**config.mk**
```make
export PLATFORM = sky130hd
export DESIGN_NAME = serial_add_ctrl
export DESIGN_NICKNAME = d
export VERILOG_FILES = /design/src/rtl/serial_add_pkg.sv /design/src/rtl/add4_slice.sv /design/src/rtl/serial_add_ctrl.sv
export SDC_FILE = /design/constraint.sdc
export NUM_CORES = 1
export LEC_CHECK = 0
export ABC_AREA = 1
export CAP_MARGIN = 20
export CORE_ASPECT_RATIO = 1.5
export CORE_MARGIN = 5
export CORE_UTILIZATION = 50
export DETAILED_ROUTE_END_ITERATION = 10
export GPL_ROUTABILITY_DRIVEN = 0
export PLACE_DENSITY = 0.88
export RECOVER_POWER = 25
export SYNTH_ARGS = -nofsm -noshare
export SYNTH_HDL_FRONTEND = slang
export SYNTH_SLANG_ARGS = --single-unit
```
**constraint.sdc**
```tcl
create_clock -name clk -period 2.75 [get_ports clk]
set_input_delay 0.825 -clock clk [delete_from_list [all_inputs] [get_ports clk]]
set_output_delay 0.825 -clock clk [all_outputs]
set_load 0.01 [all_outputs]
```
**src/rtl/serial_add_pkg.sv**
```systemverilog
// Shared types and constants for the nibble-serial adder controller.
package serial_add_pkg;

    localparam int NIBBLE_W = 4;

    typedef enum logic [1:0] {
        IDLE = 2'd0,
        RUN  = 2'd1,
        DONE = 2'd2
    } state_t;

endpackage

```
**src/rtl/add4_slice.sv**
```systemverilog
// Combinational 4-bit adder slice with carry in/out, reused once per serial step.
module add4_slice
    import serial_add_pkg::*;
(
    input  logic [NIBBLE_W-1:0] i_a,
    input  logic [NIBBLE_W-1:0] i_b,
    input  logic                i_cin,
    output logic [NIBBLE_W-1:0] o_sum,
    output logic                o_cout
);

    logic [NIBBLE_W:0] w_full;

    assign w_full = {1'b0, i_a} + {1'b0, i_b} + {{NIBBLE_W{1'b0}}, i_cin};
    assign o_sum  = w_full[NIBBLE_W-1:0];
    assign o_cout = w_full[NIBBLE_W];

endmodule

```
**src/rtl/serial_add_ctrl.sv**
```systemverilog
// Nibble-serial adder: one 4-bit slice per cycle, IDLE -> RUN -> DONE handshake.
// Optional subtract mode (A - B) is built when SERIAL_ADD_SUB_EN is defined.
module serial_add_ctrl
    import serial_add_pkg::*;
#(
    parameter int NIBBLES = 4
) (
    input  logic                         clk,
    input  logic                         rst_n,
    input  logic                         in_valid,
    output logic                         in_ready,
    input  logic [NIBBLE_W*NIBBLES-1:0]  in_a,
    input  logic [NIBBLE_W*NIBBLES-1:0]  in_b,
`ifdef SERIAL_ADD_SUB_EN
    input  logic                         in_sub,
`endif
    output logic                         out_valid,
    input  logic                         out_ready,
    output logic [NIBBLE_W*NIBBLES:0]    out_sum
);

    localparam int IDX_W = (NIBBLES > 1) ? $clog2(NIBBLES) : 1;
    localparam logic [IDX_W-1:0] LAST_IDX = IDX_W'(NIBBLES - 1);

    state_t                            r_state;
    logic                              r_in_ready;
    logic                              r_out_valid;
    logic [NIBBLES-1:0][NIBBLE_W-1:0]  r_a;
    logic [NIBBLES-1:0][NIBBLE_W-1:0]  r_b;
    logic [NIBBLES-1:0][NIBBLE_W-1:0]  r_res;
    logic                              r_cout;
    logic [IDX_W-1:0]                  r_idx;
    logic                              r_carry;

    logic [NIBBLE_W-1:0]               w_b_nib;
    logic [NIBBLE_W-1:0]               w_sum;
    logic                              w_cout;
    logic                              w_cin0;

`ifdef SERIAL_ADD_SUB_EN
    logic                              r_sub;

    // Subtraction is A + ~B + 1: invert every B nibble and seed the carry.
    assign w_b_nib = r_b[r_idx] ^ {NIBBLE_W{r_sub}};
    assign w_cin0  = in_sub;
`else
    assign w_b_nib = r_b[r_idx];
    assign w_cin0  = 1'b0;
`endif

    add4_slice u_slice (
        .i_a    (r_a[r_idx]),
        .i_b    (w_b_nib),
        .i_cin  (r_carry),
        .o_sum  (w_sum),
        .o_cout (w_cout)
    );

    always_ff @(posedge clk or negedge rst_n) begin
        if (!rst_n) begin
            r_state     <= IDLE;
            r_in_ready  <= 1'b1;
            r_out_valid <= 1'b0;
            r_a         <= '0;
            r_b         <= '0;
            r_res       <= '0;
            r_cout      <= 1'b0;
            r_idx       <= '0;
            r_carry     <= 1'b0;
`ifdef SERIAL_ADD_SUB_EN
            r_sub       <= 1'b0;
`endif
        end else begin
            case (r_state)
                IDLE: begin
                    if (in_valid) begin
                        r_a        <= in_a;
                        r_b        <= in_b;
                        r_res      <= '0;
                        r_cout     <= 1'b0;
                        r_idx      <= '0;
                        r_carry    <= w_cin0;
`ifdef SERIAL_ADD_SUB_EN
                        r_sub      <= in_sub;
`endif
                        r_in_ready <= 1'b0;
                        r_state    <= RUN;
                    end
                end
                RUN: begin
                    r_res[r_idx] <= w_sum;
                    r_carry      <= w_cout;
                    r_idx        <= r_idx + IDX_W'(1);
                    if (r_idx == LAST_IDX) begin
                        r_cout      <= w_cout;
                        r_out_valid <= 1'b1;
                        r_state     <= DONE;
                    end
                end
                DONE: begin
                    // Release and accept never share an edge: IDLE is always visited.
                    if (out_ready) begin
                        r_out_valid <= 1'b0;
                        r_in_ready  <= 1'b1;
                        r_state     <= IDLE;
                    end
                end
                default: begin
                    r_out_valid <= 1'b0;
                    r_in_ready  <= 1'b1;
                    r_state     <= IDLE;
                end
            endcase
        end
    end

    assign in_ready  = r_in_ready;
    assign out_valid = r_out_valid;
    assign out_sum   = {r_cout, r_res};

endmodule
```
# [Yosys cells after proc, flatten, opt, wreduce, memory -nomap -nowiden]
# Index checks and enable logic that the tools add are counted.
[word_totals] reg_bits=56 out_inout_bits=19 input_bits=36 elab_cells=64
[classes] bitwise_logic=2 reduce_logical=9 n_lt_le_gt_ge=2 n_eq_ne=6 muxes=24 n_addsub=3
[ops] op="one-hot mux 16 bit (2 select lines)" n=1
[ops] op="binary-select mux 4 bit (select 2 bit)" n=2
[ops] op="bitwise mux 16 bit" n=1
[ops] op="2-to-1 mux 16 bit" n=1
[ops] op="2-to-1 mux 4 bit" n=3
[ops] op="AND reduction 3 bit" n=4
[ops] op="demux 4 bit (select 2 bit)" n=1
[ops] op="2-to-1 mux 2 bit" n=4
[ops] op="!= test 2 bit (second input constant)" n=3
[ops] op="one-hot mux 1 bit (3 select lines)" n=2
[ops] op="one-hot mux 2 bit (3 select lines)" n=1
[ops] op="adder 4 x 4 -> 5 bit" n=1
[ops] op="adder 5 x 1 -> 5 bit" n=1
[ops] op="2-to-1 mux 1 bit" n=5
[ops] op="== test 2 bit (second input constant)" n=2
[ops] op="one-hot mux 1 bit (2 select lines)" n=2
[ops] op="one-hot mux 2 bit (2 select lines)" n=1
[ops] op="AND reduction 2 bit" n=2
[ops] op="< comparator 2 x 3 -> 1 bit (second input constant)" n=1
[ops] op="adder 2 x 1 -> 2 bit (second input constant)" n=1
[ops] op="== test 2 x 1 -> 1 bit (second input constant)" n=1
[ops] op="greater-or-equal comparator 2 x 1 -> 1 bit (second input constant)" n=1
[ops] op="logical NOT 2 bit" n=1
[ops] op="inverter 1 bit" n=2
[ops] op="other kinds (2)" n=2

# [Logic depth before layout (Yosys ltp)]
# Gate-level depths: netlist of run 1.
[logic_depth] ltp_word=6 depth_mapped=11 mapped_depth_nobuf=9

# [Hierarchy]
# A second synthesis of run 1 with hierarchy kept.
[unflattened] cells_unflattened=356 area_unflattened_um2=2805.2
[modules_own_cells] module="serial_add_ctrl" instances=1 area_each_um2=2640.0 cells_per_inst=331 seq_area_each_um2=1402.6
[modules_own_cells] module="add4_slice" instances=1 area_each_um2=165.2 cells_per_inst=25 seq_area_each_um2=0.0

# [Worst setup path after synthesis of run 1]
# No wires, ideal clock.
[synth_path] path_type="reg-to-reg" startpoint="register r_idx[0]" endpoint="register r_res (netlist bit out_sum[10])" arrival_ns=2.107 stages_incl_launch_ff=10 t_required_ns=2.620 setup_time_ns=0.130 synth_period_minus_slack_ns=2.238 slack_ns=0.512 cell_sequence="dfrtp_1 -> buf_2 -> inv_1 -> buf_4 -> nor2_1 -> o22ai_1 -> fa_1 -> fa_1 -> xnor2_1 -> o21ai_0"
[synth_between] elab_chain_len=6
[synth_lines] element="start, declared" line_no="serial_add_ctrl.sv:32" rtl="logic [IDX_W-1:0] r_idx;"
[synth_lines] element="start signal, assigned" line_no="serial_add_ctrl.sv:93" rtl="r_idx <= r_idx + IDX_W'(1);"
[synth_lines] element="binary-select mux 4 bit (select 2 bit) (tied with other cells)" line_no="serial_add_ctrl.sv:52" rtl=".i_a (r_a[r_idx]),"
[synth_lines] element="2-to-1 mux 4 bit (implied by the code) (tied with other cells)" line_no="serial_add_ctrl.sv:52"
[synth_lines] element="adder 4 x 4 -> 5 bit or 2-to-1 mux 4 bit (tied branches)" line_no="add4_slice.sv:14, serial_add_ctrl.sv:91"
[synth_lines] element="adder 5 x 1 -> 5 bit or demux 4 bit (select 2 bit) (tied branches)" line_no="add4_slice.sv:14, serial_add_ctrl.sv:91"
[synth_lines] element="bitwise mux 16 bit (*)" line_no="serial_add_ctrl.sv:91" rtl="r_res[r_idx] <= w_sum;"
[synth_lines] element="one-hot mux 16 bit (2 select lines) (*)" line_no="serial_add_ctrl.sv:74" rtl="case (r_state)"
[synth_lines] element="end signal, assigned by index" line_no="serial_add_ctrl.sv:91"
[synth_lines] element="end, declared" line_no="serial_add_ctrl.sv:30" rtl="logic [NIBBLES-1:0][NIBBLE_W-1:0] r_res;"
# Mark *: on every way between the ends. The rest lies on a longest branch, timed or not. The select of a mux whose other input is x is not followed.
# A chain may end at the register's enable or synchronous reset.

# [Worst setup path in the final report of run 1]
[layout_path] startpoint="register r_idx[1]" endpoint="register r_res (netlist bit out_sum[2])"
# Same word-level chain as after synthesis.

==> qor.log, run 1 <==
INFO  timing         maxSlewViolCount=29
INFO  timing         worst_clock_skew=0.0141ns
INFO  clock_tree     cts_htree_levels=2
INFO  floorplanning  height_of_the_die=97.7um
INFO  cells_and_area layout_common_cells=nand2_1, dfrtp_1, clkdlybuf4s50_1
INFO  placed_design  placed_area=0.00314mm^2
INFO  placed_design  post-place-cells=413
INFO  global_route   first_global_vias=2106
INFO  global_route   number_of_antenna_violations_at_the_first_check_in_global_routing=0
INFO  clock_tree     post_cts.repair.setup_buffers=0
INFO  timing         worst_slack=0.351ns
INFO  global_route   grt_max_degree=52
INFO  routing        drt.antenna.violating_nets=0
INFO  global_route   grt_usage=18.6%
INFO  timing         finalWorstPathRequiredPeriod=2.40ns
INFO  clock_tree     cts_hold_repair.buffers=0
INFO  timing         unrepaired_setup_endpoints_after_global_routing=no
INFO  timing         timing.final.crit_share=87.3%
INFO  timing         max-slew-margin-rel=-4.10%
INFO  placed_design  buffer_ports.inserted=54
INFO  pwr            largest_voltage_drop_on_the_vdd_net=467uV
INFO  clock_tree     ctsRootBufferMaster=clkbuf_8
INFO  clock_tree     cts_resized=0
INFO  routing        detail_route.vias_per_cell=5.14
INFO  timing         final-hold-violation-count=0
INFO  global_route   overflow=0
INFO  synth          mapped_avg_cell_area=8.51um^2
INFO  clock_tree     tritoncts.num_buffers=5
INFO  timing         fin_setup_tns=0ns
INFO  routing        drt_first_pass_iters=5
INFO  cells_and_area layout.cell_area.non_filler=0.00322mm^2
INFO  timing         setup_violations=0
INFO  placed_design  placement.setup.worst_slack=0.403ns
INFO  worst_setup_path critical_path.reg2reg.endpoint=out_sum[2]
INFO  synth          ys_ff_latch=56
INFO  clock_tree     cts_tree=built
INFO  global_route   grt_pass1_wl=9450um
INFO  routing        dr_drc_count=0
INFO  routing        drt_iter0_drc=117
INFO  floorplanning  placementRows=32
INFO  timing         worstMarginPinSlew=1.56ns
INFO  pwr            power_per_unit_of_standard_cell_area=1190mW/mm^2
INFO  flow_run       number_of_maximum_capacitance_constraint_violations=1
INFO  timing         fmax=417MHz
INFO  worst_setup_path startpoint_type=flop
INFO  worst_setup_path worstSetupPathType=flop to flop
INFO  hold_path      timing.hold.worst_endpoint=r_b[1]
INFO  floorplanning  top_level_port_count=55
INFO  floorplanning  fp.dieArea=0.00668mm^2
INFO  floorplanning  floorplan.initialDensity=50.8%
INFO  hold_path      worstHoldStart=r_b[1]
INFO  routing        wire_per_inst=13.0um
INFO  cells_and_area post_route_cells_drive_above_1_share=4.53%
INFO  synth          netlist_instances=301
INFO  floorplanning  fp.dieW=68.4um
INFO  routing        drt-total-wl=5490um
INFO  worst_setup_path timing.reg2reg.worst_path_depth=7
INFO  placed_design  hpwl=4260um
INFO  worst_setup_path crit_arrival=2.59ns
INFO  cells_and_area most_frequent_standard_cell_in_the_layout_excluding_fill_and_tap_cells=nand2_1
INFO  worst_setup_path worst_setup_path_end_kind=flop
INFO  synth          netlist_area_before_placement=0.00256mm^2
INFO  synth          syn_nets=346
INFO  clock_tree     buffer_depth_of_the_longest_clock_path=2
INFO  floorplanning  fp.coreArea=0.00504mm^2
INFO  cells_and_area finish.net_count=397
INFO  pwr            p_leak=1.61nW
INFO  clock_tree     clk_transition_reported_paths=0.09ns
INFO  routing        route.vias.total=2164
INFO  synth          synth.lib_cells_used.distinct=19
INFO  worst_setup_path critical_path.max_fanout=12
INFO  worst_setup_path worst_setup_path_startpoint=r_idx[1]
INFO  cells_and_area final-instance-count-excl-fill=421
INFO  worst_setup_path reg2reg_from=r_idx[1]
INFO  synth          yosysSeqAreaShare=54.8%
INFO  clock_tree     clkLatencyLatePin=0.32ns
INFO  cells_and_area synthToLayoutAreaGrowth=25.7%
INFO  hold_path      hold_depth=2
INFO  clock_tree     clock-sinks=56
INFO  synth          synth-warning-count=0
INFO  hold_path      hp-class=flop to flop
INFO  worst_setup_path reg2reg_slack=0.35ns
INFO  run_status     result_of_the_run=finished, violations left
INFO  worst_setup_path critical_path_required=2.94ns
INFO  run_status     violations=max-capacitance violations, max-slew violations
INFO  cells_and_area antenna-diode-count=0
[critical path: stages, from the launching register on]
cell and delay (ns):
dfrtp_1 0.55, inv_1 0.22, o21ai_0 0.12, o22ai_1 0.11, fa_1 0.44, fa_1 0.42
xnor2_1 0.30, o21ai_0 0.12
[power by group]
group / internal [mW] / switching (mW)
clock: 0.179 / 0.250
sequential: 1.20 / 0.241
combinational: 0.786 / 1.18
total: 2.16 / 1.67
[synth_stat cells (all sizes together)]
master | count | area, um^2
a21oi | 3 | 15.0
inv | 14 | 52.6
o22ai | 8 | 50.1
dfstp | 1 | 26.3
dfrtp | 55 | 1380
fa | 2 | 40.0
nor2 | 20 | 82.6
nand2 | 119 | 447
o21ai | 32 | 160
ha | 7 | 87.6
clkbuf | 2 | 7.51
xnor2 | 1 | 8.76
nand3 | 25 | 130
buf | 12 | 77.6
[metrics by stage]
| stage | utilization, % | power, mW | hold WS [ns] |
|---|---|---|---|
| floorplan | - | 2.79 | 0.444 |
| global route | 63.8 | 4.22 | 0.521 |
| detailed placement | 62.2 | 3.42 | 0.468 |
| finish | 63.8 | 3.84 | 0.490 |
| CTS | 63.8 | 3.86 | 0.491 |
| global placement | 62.2 | 3.30 | 0.468 |
[cells by family after synthesis]
logic type	after synthesis	synth area share (%)
XOR/XNOR	1	0.342
buffers and inverters	28	5.37
adder cells (fa/ha/maj)	9	4.98
flip-flops	56	54.8
AO/OA/AOI/OAI	43	8.79
AND/OR/NAND/NOR	164	25.7
[per-layer routing]
layer / track usage [%] / routed length, um / up-vias
li1: - / - / 1066
met3: 3.94 / 318 / 12
met5: 0 / 0 / -
met4: 8.58 / 163 / 0
met2: 31.3 / 2920 / 74
met1: 21.8 / 2090 / 1012
[cell type report]
cell class | instances | area [um^2]
clock buffers | 7 | 76.3
clock inverters | 1 | 5.00
fillers | 456 | 1830
inverters | 14 | 52.6
multi-input cells | 217 | 1020
flip-flops and latches | 56 | 1400
well taps | 68 | 85.1
repair buffers | 58 | 577
[registers in the layout, summed over array words and instances, names as in the netlist]
signal,cells
out_sum,16
r_a,16
r_b,16
r_idx,2
r_state,2
in_ready,1
out_valid,1
r_carry,1
r_cout,1
[worst max-delay path by stage]
stage | to | slack, ns
6_report | out_sum[2] | 0.35
5_1_grt | out_sum[2] | 0.19
4_1_cts | out_sum[2] | 0.40
3_5_place_dp | out_sum[2] | 0.40
3_3_place_gp | out_sum[6] | 0.51
2_1_floorplan | out_sum[10] | 0.51
(Power assumes the default switching activity.)
==> run 2, diff against run 1 <==
--- a/config.mk
+++ b/config.mk
@@ -6,6 +6,7 @@
 export NUM_CORES = 1
 export LEC_CHECK = 0
 export ABC_AREA = 1
+export ABC_CLOCK_PERIOD_IN_PS = 2750
 export CAP_MARGIN = 20
 export CORE_ASPECT_RATIO = 1.5
 export CORE_MARGIN = 5
==> results of run 2 <==
Same layout as run 1: the final DEF is identical, and so are final timing and power.
